### config.mk
export PLATFORM = sky130hd
export DESIGN_NAME = spi_mem_arbiter_flat
export DESIGN_NICKNAME = d
export VERILOG_FILES = /design/src/rtl/spi_mem_arbiter_if.sv /design/src/rtl/spi_mem_arbiter.sv /design/src/flat_wrapper.sv
export SDC_FILE = /design/constraint.sdc
export NUM_CORES = 1
export LEC_CHECK = 0
export ABC_CLOCK_PERIOD_IN_PS = 5500
export BUFFER_PORTS_ARGS = -buffer_cell sky130_fd_sc_hd__buf_2
export CAP_MARGIN = 25
export CORE_MARGIN = 4
export CORE_UTILIZATION = 45
export CTS_BUF_LIST = sky130_fd_sc_hd__clkbuf_4
export DETAILED_ROUTE_END_ITERATION = 8
export MAX_ROUTING_LAYER = met4
export PLACE_DENSITY = 0.81
export SYNTH_ARGS = -nofsm -noshare
export SYNTH_HDL_FRONTEND = slang
export SYNTH_SLANG_ARGS = --single-unit
### constraint.sdc
create_clock -name clk -period 5.5 [get_ports clk]
set_clock_uncertainty 0.05 [all_clocks]
set_input_delay 0 -clock clk [delete_from_list [all_inputs] [get_ports clk]]
set_output_delay 0 -clock clk [all_outputs]
set_load 0.02 [all_outputs]
### src/rtl/spi_mem_arbiter_if.sv
// Purpose: bundles the two requester ports and the memory port of spi_mem_arbiter.
// Latency: n/a (wires only).
// Backpressure: none here; the arbiter holds requests off while busy.
// Ports (slave = arbiter side):
//   req0/req1, we0/we1, addr0/addr1, wdata0/wdata1, lock0 : requester inputs
//   gnt0/gnt1, rvalid0/rvalid1, rdata, busy                : requester outputs
//   mem_en, mem_we, mem_addr, mem_wdata / mem_rdata         : memory out / in
interface spi_mem_arbiter_if #(
  parameter int AW = 7,
  parameter int DW = 8
);
  logic          req0, req1;
  logic          we0, we1;
  logic [AW-1:0] addr0, addr1;
  logic [DW-1:0] wdata0, wdata1;
  logic          lock0;
  logic          gnt0, gnt1;
  logic          rvalid0, rvalid1;
  logic [DW-1:0] rdata;
  logic          busy;
  logic          mem_en, mem_we;
  logic [AW-1:0] mem_addr;
  logic [DW-1:0] mem_wdata;
  logic [DW-1:0] mem_rdata;

  modport slave (
    input  req0, req1, we0, we1, addr0, addr1, wdata0, wdata1, lock0, mem_rdata,
    output gnt0, gnt1, rvalid0, rvalid1, rdata, busy,
           mem_en, mem_we, mem_addr, mem_wdata
  );

  modport master (
    output req0, req1, we0, we1, addr0, addr1, wdata0, wdata1, lock0, mem_rdata,
    input  gnt0, gnt1, rvalid0, rvalid1, rdata, busy,
           mem_en, mem_we, mem_addr, mem_wdata
  );
endinterface

### src/rtl/spi_mem_arbiter.sv
// Purpose: two-port (SPI slave / local core) arbiter onto a single-port synchronous memory.
// Latency: gnt in the cycle after the req-sampling edge, rvalid one cycle later; write every 2, read every 3 cycles.
// Backpressure: requests seen outside IDLE are ignored until the next IDLE; port 0 lock starves port 1 for at most LOCK_MAX grants.
// Ports: clk, rst_n (async active-low); bus = spi_mem_arbiter_if.slave carrying both requester ports and the memory port.
module spi_mem_arbiter #(
  parameter int AW       = 7,
  parameter int DW       = 8,
  parameter int LOCK_MAX = 16
) (
  input  logic               clk,
  input  logic               rst_n,
  spi_mem_arbiter_if.slave   bus
);

  typedef enum logic [1:0] {IDLE, ACCESS, RESP} state_t;

  localparam logic [3:0] CNT_LIM = 4'(LOCK_MAX - 1);

  state_t        state_q;
  logic          owner_q;
  logic          we_q;
  logic          last_owner_q;
  logic          lock_q;
  logic [3:0]    lock_cnt_q;
  logic          gnt0_q, gnt1_q;
  logic          rvalid0_q, rvalid1_q;
  logic          mem_en_q, mem_we_q;
  logic [AW-1:0] mem_addr_q;
  logic [DW-1:0] mem_wdata_q;
  logic          busy_q;

  logic          lock_act;
  logic          win_vld_d;
  logic          win_d;
  logic [3:0]    lock_cnt_d;

  // IDLE arbitration. The lock only counts while lock0 is still held, so a
  // lock being released in this IDLE cycle already arbitrates round-robin.
  always_comb begin
    lock_act   = lock_q & bus.lock0;
    win_vld_d  = 1'b0;
    win_d      = 1'b0;
    lock_cnt_d = lock_act ? lock_cnt_q : 4'd0;
    if (lock_act) begin
      if (bus.req1 && lock_cnt_q == CNT_LIM) begin
        // starvation limit reached: port 1 gets one forced grant
        win_vld_d  = 1'b1;
        win_d      = 1'b1;
        lock_cnt_d = 4'd0;
      end else if (bus.req0) begin
        win_vld_d = 1'b1;
        win_d     = 1'b0;
        if (bus.req1 && lock_cnt_q != 4'hF)
          lock_cnt_d = lock_cnt_q + 4'd1;
      end
    end else if (bus.req0 && bus.req1) begin
      win_vld_d = 1'b1;
      win_d     = ~last_owner_q;
    end else if (bus.req0 || bus.req1) begin
      win_vld_d = 1'b1;
      win_d     = bus.req1;
    end
  end

  always_ff @(posedge clk or negedge rst_n) begin
    if (!rst_n) begin
      state_q      <= IDLE;
      owner_q      <= 1'b0;
      we_q         <= 1'b0;
      last_owner_q <= 1'b1;   // port 0 wins the first tie
      lock_q       <= 1'b0;
      lock_cnt_q   <= 4'd0;
      gnt0_q       <= 1'b0;
      gnt1_q       <= 1'b0;
      rvalid0_q    <= 1'b0;
      rvalid1_q    <= 1'b0;
      mem_en_q     <= 1'b0;
      mem_we_q     <= 1'b0;
      mem_addr_q   <= '0;
      mem_wdata_q  <= '0;
      busy_q       <= 1'b0;
    end else begin
      // every pulse output lasts exactly one cycle
      gnt0_q      <= 1'b0;
      gnt1_q      <= 1'b0;
      rvalid0_q   <= 1'b0;
      rvalid1_q   <= 1'b0;
      mem_en_q    <= 1'b0;
      mem_we_q    <= 1'b0;
      mem_addr_q  <= '0;
      mem_wdata_q <= '0;
      case (state_q)
        IDLE: begin
          lock_cnt_q <= lock_cnt_d;
          if (!bus.lock0)
            lock_q <= 1'b0;
          if (win_vld_d) begin
            state_q     <= ACCESS;
            busy_q      <= 1'b1;
            owner_q     <= win_d;
            we_q        <= win_d ? bus.we1 : bus.we0;
            gnt0_q      <= ~win_d;
            gnt1_q      <= win_d;
            mem_en_q    <= 1'b1;
            mem_we_q    <= win_d ? bus.we1 : bus.we0;
            mem_addr_q  <= win_d ? bus.addr1 : bus.addr0;
            mem_wdata_q <= win_d ? bus.wdata1 : bus.wdata0;
          end
        end
        ACCESS: begin
          last_owner_q <= owner_q;
          if (!owner_q && bus.lock0)
            lock_q <= 1'b1;
          if (we_q) begin
            state_q <= IDLE;
            busy_q  <= 1'b0;
          end else begin
            state_q   <= RESP;
            rvalid0_q <= ~owner_q;
            rvalid1_q <= owner_q;
          end
        end
        RESP: begin
          state_q <= IDLE;
          busy_q  <= 1'b0;
        end
        default: begin
          state_q <= IDLE;
          busy_q  <= 1'b0;
        end
      endcase
    end
  end

  assign bus.gnt0      = gnt0_q;
  assign bus.gnt1      = gnt1_q;
  assign bus.rvalid0   = rvalid0_q;
  assign bus.rvalid1   = rvalid1_q;
  assign bus.mem_en    = mem_en_q;
  assign bus.mem_we    = mem_we_q;
  assign bus.mem_addr  = mem_addr_q;
  assign bus.mem_wdata = mem_wdata_q;
  assign bus.busy      = busy_q;
  // memory data arrives during RESP, which is exactly when rvalid is high
  assign bus.rdata     = (rvalid0_q | rvalid1_q) ? bus.mem_rdata : '0;

endmodule

### src/flat_wrapper.sv
// flat-port wrapper written by rule: the top's interface ports become plain ports
module spi_mem_arbiter_flat 
#(
  parameter int AW       = 7,
  parameter int DW       = 8,
  parameter int LOCK_MAX = 16
)
  (clk, rst_n, bus_req0, bus_req1, bus_we0, bus_we1, bus_addr0, bus_addr1, bus_wdata0, bus_wdata1, bus_lock0, bus_mem_rdata, bus_gnt0, bus_gnt1, bus_rvalid0, bus_rvalid1, bus_rdata, bus_busy, bus_mem_en, bus_mem_we, bus_mem_addr, bus_mem_wdata);
  spi_mem_arbiter_if #(.AW(AW), .DW(DW)) bus_i ();
  input  logic clk;
  input  logic rst_n;
  input wire logic [$bits(bus_i.req0)-1:0] bus_req0;
  input wire logic [$bits(bus_i.req1)-1:0] bus_req1;
  input wire logic [$bits(bus_i.we0)-1:0] bus_we0;
  input wire logic [$bits(bus_i.we1)-1:0] bus_we1;
  input wire logic [$bits(bus_i.addr0)-1:0] bus_addr0;
  input wire logic [$bits(bus_i.addr1)-1:0] bus_addr1;
  input wire logic [$bits(bus_i.wdata0)-1:0] bus_wdata0;
  input wire logic [$bits(bus_i.wdata1)-1:0] bus_wdata1;
  input wire logic [$bits(bus_i.lock0)-1:0] bus_lock0;
  input wire logic [$bits(bus_i.mem_rdata)-1:0] bus_mem_rdata;
  output wire logic [$bits(bus_i.gnt0)-1:0] bus_gnt0;
  output wire logic [$bits(bus_i.gnt1)-1:0] bus_gnt1;
  output wire logic [$bits(bus_i.rvalid0)-1:0] bus_rvalid0;
  output wire logic [$bits(bus_i.rvalid1)-1:0] bus_rvalid1;
  output wire logic [$bits(bus_i.rdata)-1:0] bus_rdata;
  output wire logic [$bits(bus_i.busy)-1:0] bus_busy;
  output wire logic [$bits(bus_i.mem_en)-1:0] bus_mem_en;
  output wire logic [$bits(bus_i.mem_we)-1:0] bus_mem_we;
  output wire logic [$bits(bus_i.mem_addr)-1:0] bus_mem_addr;
  output wire logic [$bits(bus_i.mem_wdata)-1:0] bus_mem_wdata;
  assign bus_i.req0 = bus_req0;
  assign bus_i.req1 = bus_req1;
  assign bus_i.we0 = bus_we0;
  assign bus_i.we1 = bus_we1;
  assign bus_i.addr0 = bus_addr0;
  assign bus_i.addr1 = bus_addr1;
  assign bus_i.wdata0 = bus_wdata0;
  assign bus_i.wdata1 = bus_wdata1;
  assign bus_i.lock0 = bus_lock0;
  assign bus_i.mem_rdata = bus_mem_rdata;
  assign bus_gnt0 = bus_i.gnt0;
  assign bus_gnt1 = bus_i.gnt1;
  assign bus_rvalid0 = bus_i.rvalid0;
  assign bus_rvalid1 = bus_i.rvalid1;
  assign bus_rdata = bus_i.rdata;
  assign bus_busy = bus_i.busy;
  assign bus_mem_en = bus_i.mem_en;
  assign bus_mem_we = bus_i.mem_we;
  assign bus_mem_addr = bus_i.mem_addr;
  assign bus_mem_wdata = bus_i.mem_wdata;
  spi_mem_arbiter #(.AW(AW), .DW(DW), .LOCK_MAX(LOCK_MAX)) u_core (.clk(clk), .rst_n(rst_n), .bus(bus_i));
endmodule
==> impl_metrics.ini, run 1 <==
[run_status]
outcome = finished clean

[sta]
rsz0062_at_grt = no
worst_pin_slew_ns = 0.7386
fmax_mhz = 415.8
fin_crit_sh_pct = 43.73
slew_headroom_pct = 50.76
maxSlewViolCount = 0
holdWs_ns = 0.01603
setup_viol_count_final = 0
finalWorstSetupSlack_ns = 3.095
fin_setup_tns_ns = 0
final_hold_viol_count = 0
period_minus_slack_ns = 2.405

[power]
power_density_mw_per_mm2 = 458.4
power.leakage_nw = 1.160
peakVddDrop_v = 0.0002574

[synth]
synth_top_area_share_pct = 56.67
synth_top_cell_by_area = dfrtp_1
synth_area_leaders = dfrtp_1 (57%), a22o_1 (5.8%), a22o_2 (3.7%), nor2b_1 (3.7%), nor2_1 (2.2%)
synth-edff-count = 0
synth.most_common_cell = dfrtp_1
synth-main-ff-cell = dfrtp_1
synth.avg_cell_area_um2 = 12.11
yosysUniqueCellTypes = 37
synth_commonest_cells = dfrtp_1 (31), a22o_1 (9), nor2_1 (8), nor2b_1 (8)
yosysSeqAreaShare_pct = 58.59
synth.ff_latch_count = 32
yosys_warnings = 0
synth_async_sr_flop_share_pct = 100.0
netlist_instances = 113
syn-num-nets = 159
synth_area_mm2 = 0.001369

[hold_path]
whs_endpoint = u_core.bus.mem_we
min_path_cells = 3
hold_path_startpoint = bus_req1
hold_class = primary input to flop

[place]
port_buffers = 74
dp_slack_ns = 3.690
hpwl_um = 2412
gp_congestion = 0.8237

[floorplan]
die_w_um = 63.15
rows = 19
core_mm2 = 0.002829
dieHeight_um = 63.15
io_pins = 75
start_util_pct = 48.39
dieArea_mm2 = 0.003988

[setup_path]
worstSetupPathType = flop to flop
cp.required_ns = 5.72
r2r_setup_slack_ns = 3.09
arrival_ns = 2.62
worstReg2RegStart = u_core.lock_cnt_q[0]
crit_path_start_kind = flop
startpoint = u_core.lock_cnt_q[0]
end_kind = flop
crit_fanout = 16
rr_endpoint = u_core.bus.mem_addr[2]
r2r_cells = 6

[detailed_routing]
detail_route.wl_per_cell_um = 15.01
vias = 1349
viasPerCell = 5.270
antenna_left = 0
drt-pass1-iter-count = 4
wirelength_um = 3842
drc = 0
drtIter0Drc = 32

[global_route]
track_usage_pct = 21.50
grt-ovfl-total = 0
grt_pass1_vias = 1388
grt_pass1_wl_um = 6472
grt_max_degree = 33
antenna_found_initial = 0

[cells_and_area]
antenna_cells = 0
seqCellArea_um2 = 802.0
area_delta_synth_final_pct = 58.41
fillers = 175
multi_input_area_um2 = 523.0
nets = 270
drive_gt1_share_pct = 44.44

[job]
drv_cap = 0

[clock_network]
clk_latency_ns = 0.33
h-tree-depth = 2
cts_resized = 0
cts_setup_buffers = 0
root_buffer = clkbuf_4
clk_pin_slew_ns = 0.09
hold_buffers = 35
cts.sinks = 32
cts_tree = done
cts_max_path_buffers = 2
numCtsBuffers = 5
cell usage in the layout, fill, tap and decap left out, drive strengths merged, types with 2 or more instances in the layout:
cell type    Yosys  final
buf              3     74
nand2b           2      2
a22o            14     14
nand2            5      5
mux2             2      2
o21ai            5      5
nor2             9      9
dfrtp           31     31
nand3            4      4
clkbuf           2      6
nor2b            8      8
nor3             3      3
and3             2      2
mux2i            2      2
o311a            2      2
a21oi            4      4
dlygate4sd3      0     35
nand4            3      3
stage by stage:
step	area [um2]	total power [mW]	utilization, %	cells
global placement	1738	0.7360	61.43	213
detailed placement	1738	0.7461	61.43	213
global route	2168	1.062	76.65	256
finish	2168	0.9940	76.65	256
CTS	2168	0.9872	76.65	256
floorplan	1369	0.6317	-	113
critical path, stage by stage, from the launching register on:
cell and delay (ns):
dfrtp_1 0.42, ha_1 0.24, nand3_1 0.14, mux2i_1 0.11, a21oi_2 0.59, a22o_2 0.24
dlygate4sd3_1 0.55
worst max path at each step:
stage / end / slack (ns) / cells after the start
after floorplan: u_core.bus.mem_addr[4] / 3.63 / 7
after global placement: u_core.bus.mem_addr[1] / 3.74 / 5
after detailed placement: u_core.bus.mem_addr[0] / 3.69 / 5
after CTS: u_core.bus.mem_addr[3] / 3.12 / 6
after global routing: u_core.bus.mem_addr[0] / 2.92 / 6
final: u_core.bus.mem_addr[2] / 3.09 / 6
metal layers:
metal  wire length [um]  share of wire [%]  global-route usage (%)  up-vias
li1                   -                  -                       -      633
met1               1438                 37                   22.91      642
met2               1978                 51                   35.31       57
met3                257                6.7                   6.217       17
met4                168                4.4                   12.95        0
met5                  0                  0                       -        -
final cells by class:
type | count | area share, %
flip-flops and latches | 32 | 36.99
repair buffers | 109 | 33.24
multi-input cells | 75 | 24.12
clock buffers | 6 | 2.077
well taps | 31 | 1.789
clock inverters | 2 | 1.616
inverters | 1 | 0.1731
report_power, final:
part | switching, mW | internal [mW]
sequential | 0.0411 | 0.318
clock | 0.0777 | 0.100
combinational | 0.254 | 0.204
total | 0.372 | 0.622
registers in the layout, summed over array words and instances (netlist names), 2 cells and up:
register              flops
u_core.state_q            2
u_core.lock_cnt_q         4
u_core.bus.mem_addr       7
u_core.bus.mem_wdata      8
cell families (layout without fill, tap and decap cells):
| group | after synthesis | count (layout) | synth area share [%] |
|---|---|---|---|
| flops | 32 | 32 | 58.59 |
| simple gates | 39 | 39 | 15.72 |
| compound gates | 30 | 30 | 17.55 |
| mux | 4 | 4 | 3.382 |
| xor+xnor | 1 | 1 | 0.6400 |
| buf+inv | 6 | 118 | 3.198 |
| fa+ha+maj | 1 | 1 | 0.9139 |
Power figures use the tool's default switching activity.
==> run 2, diff against run 1 <==
- ABC_CLOCK_PERIOD_IN_PS: 5500 -> 2100
- CORE_UTILIZATION: 45 -> 41
- PLACE_DENSITY: 0.81 -> 0.78
- clock period: 5.5 -> 2.1 ns (I/O delays scaled with it)
==> impl_metrics.ini, run 2 (synthesized netlist as in run 1, its figures left out) <==
[cells_and_area]
mostFrequentLayoutCells = buf_2 (74), dlygate4sd3_1 (35), dfrtp_1 (31)
fillers = 219
largest_register_ffs = 8
final_cells = 272
drive_gt1_share_pct = 45.61
final_common_cell = buf_2
nets = 273
area_delta_synth_final_pct = 61.43
fin_area_mm2 = 0.002210
antenna_cells = 0

[setup_path]
end_kind = flop
cpPeakStageDelay_ns = 0.58
worstReg2RegStart = u_core.lock_cnt_q[1]
crit_fanout = 5
cp_num_buf_inv = 1
crit_path_start_kind = flop
rr_endpoint = u_core.we_q
worstSetupPathType = flop to flop
r2r_setup_slack_ns = 0.04
slowest_stage = dlygate4sd3_1
cp.required_ns = 2.26
cpLargestDelayFamily = buffers and inverters
arrival_ns = 2.22
r2r_cells = 6
path_cells = ha_2 -> and3_4 -> mux2_4 -> nand3_1 -> dlygate4sd3_1 -> a31oi_1

[power]
power.leakage_nw = 1.141
p_int_mw = 1.548
p_sw_mw = 0.9933
power_frac_comb_pct = 44.4
power_mw = 2.542
seq_power_share_pct = 37.4
power_density_mw_per_mm2 = 1150
peakVddDrop_v = 0.0006639
p_sw_share_pct = 39.08
pwr-share-clk_pct = 18.2

[sta]
rsz0062_at_grt = no
maxSlewViolCount = 0
final_hold_viol_count = 0
period_minus_slack_ns = 2.059
fin_crit_sh_pct = 98.05
setup_viol_count_final = 0
fin_setup_tns_ns = 0
fmax_mhz = 485.7
slew_headroom_pct = 52.81
worst_pin_slew_ns = 0.7079

[floorplan]
start_util_pct = 43.76
rows = 20
io_pins = 75
die_w_um = 65.78
core_mm2 = 0.003128
dieHeight_um = 65.78
dieArea_mm2 = 0.004327

[clock_network]
h-tree-depth = 2
clk_pin_slew_ns = 0.11
cts.sinks = 32
cts_tree = done
clk_latency_ns = 0.33
root_buffer = clkbuf_4
cts_max_path_buffers = 2
numCtsBuffers = 5

[detailed_routing]
wirelength_um = 4257
drc = 0
drt-pass1-iter-count = 4
detail_route.wl_per_cell_um = 15.65
vias = 1352
viasPerCell = 4.971
antenna_left = 0
drtIter0Drc = 69

[hold_path]
hold_class = primary input to flop
min_path_cells = 2
hold_path_startpoint = bus_req0
whs_endpoint = u_core.state_q[0]

[place]
hpwl_um = 2622
placed_area_mm2 = 0.001769
port_buffers = 74
dp_cells = 228
gp_congestion = 0.8552

[global_route]
grt-ovfl-total = 0
grt_util_met1_pct = 21.36
track_usage_pct = 21.37
top_usage_layer = met2
grt_pass1_vias = 1479
grt_pass1_wl_um = 6679
antenna_found_initial = 0
grt_util_met2_pct = 38.67
grt_max_degree = 33
grt_util_met3_pct = 4.082

[job]
drv_cap = 0

[run_status]
outcome = finished clean
[run 2: through the flow]
step           worst slack (ns)  utilization [%]  hold WS, ns
6_report                0.04090            70.64      0.02666
4_1_cts                 0.07013            70.32     0.002356
5_1_grt                 0.01847            70.64     0.006167
2_1_floorplan            0.2296                -      -0.3456
3_3_place_gp             0.3363            56.56      0.02404
3_5_place_dp             0.2815            56.56      0.03271
[run 2: how the worst max path moves through the flow]
| stage | to | cells after the start | startpoint | slack, ns |
|---|---|---|---|---|
| global placement | u_core.bus.mem_addr[6] | 5 | u_core.lock_cnt_q[0] | 0.34 |
| detailed placement | u_core.bus.mem_addr[3] | 5 | u_core.lock_cnt_q[0] | 0.28 |
| finish | u_core.we_q | 6 | u_core.lock_cnt_q[1] | 0.04 |
| floorplan | u_core.bus.mem_addr[4] | 7 | u_core.lock_cnt_q[0] | 0.23 |
| global route | u_core.we_q | 6 | u_core.lock_cnt_q[1] | 0.02 |
| CTS | u_core.we_q | 6 | u_core.lock_cnt_q[0] | 0.07 |
[run 2: area by class of cell]
class	count	area (um2)	share of cell area [%]
clock inverters	3	42.54	1.925
inverters	1	3.754	0.1699
clock buffers	5	37.54	1.699
well taps	44	55.05	2.492
repair buffers	112	743.2	33.64
multi-input cells	75	525.5	23.78
flip-flops and latches	32	802.0	36.30
[run 2: per-layer routing]
metal	share of wire [%]	vias to the layer above
li1	-	637
met1	36	644
met2	55	59
met3	5.5	12
met4	3.7	0
met5	0	-
[run 2: power by group through the flow]
| stage | registers (mW) | logic, mW | clock network, mW |
|---|---|---|---|
| global route | 0.977 | 1.22 | 0.499 |
| CTS | 0.938 | 1.10 | 0.472 |
| detailed placement | 0.949 | 1.04 | 0 |
| finish | 0.951 | 1.13 | 0.462 |
| floorplan | 1.13 | 0.527 | 0 |
| global placement | 0.943 | 1.02 | 0 |
[run 2: timing repair]
action | CTS | global route
endpoints found under the setup margin | 0 | 1
setup buffers | 0 | 1
hold buffers | 35 | 0
gates resized for setup | 0 | 1
hold endpoints to repair | 49 | 0
[run 2: worst register-to-register path, stage by stage (launching register included)]
cell           delay (ns)
dfrtp_1              0.41
ha_2                 0.20
and3_4               0.19
mux2_4               0.30
nand3_1              0.12
dlygate4sd3_1        0.58
a31oi_1              0.10
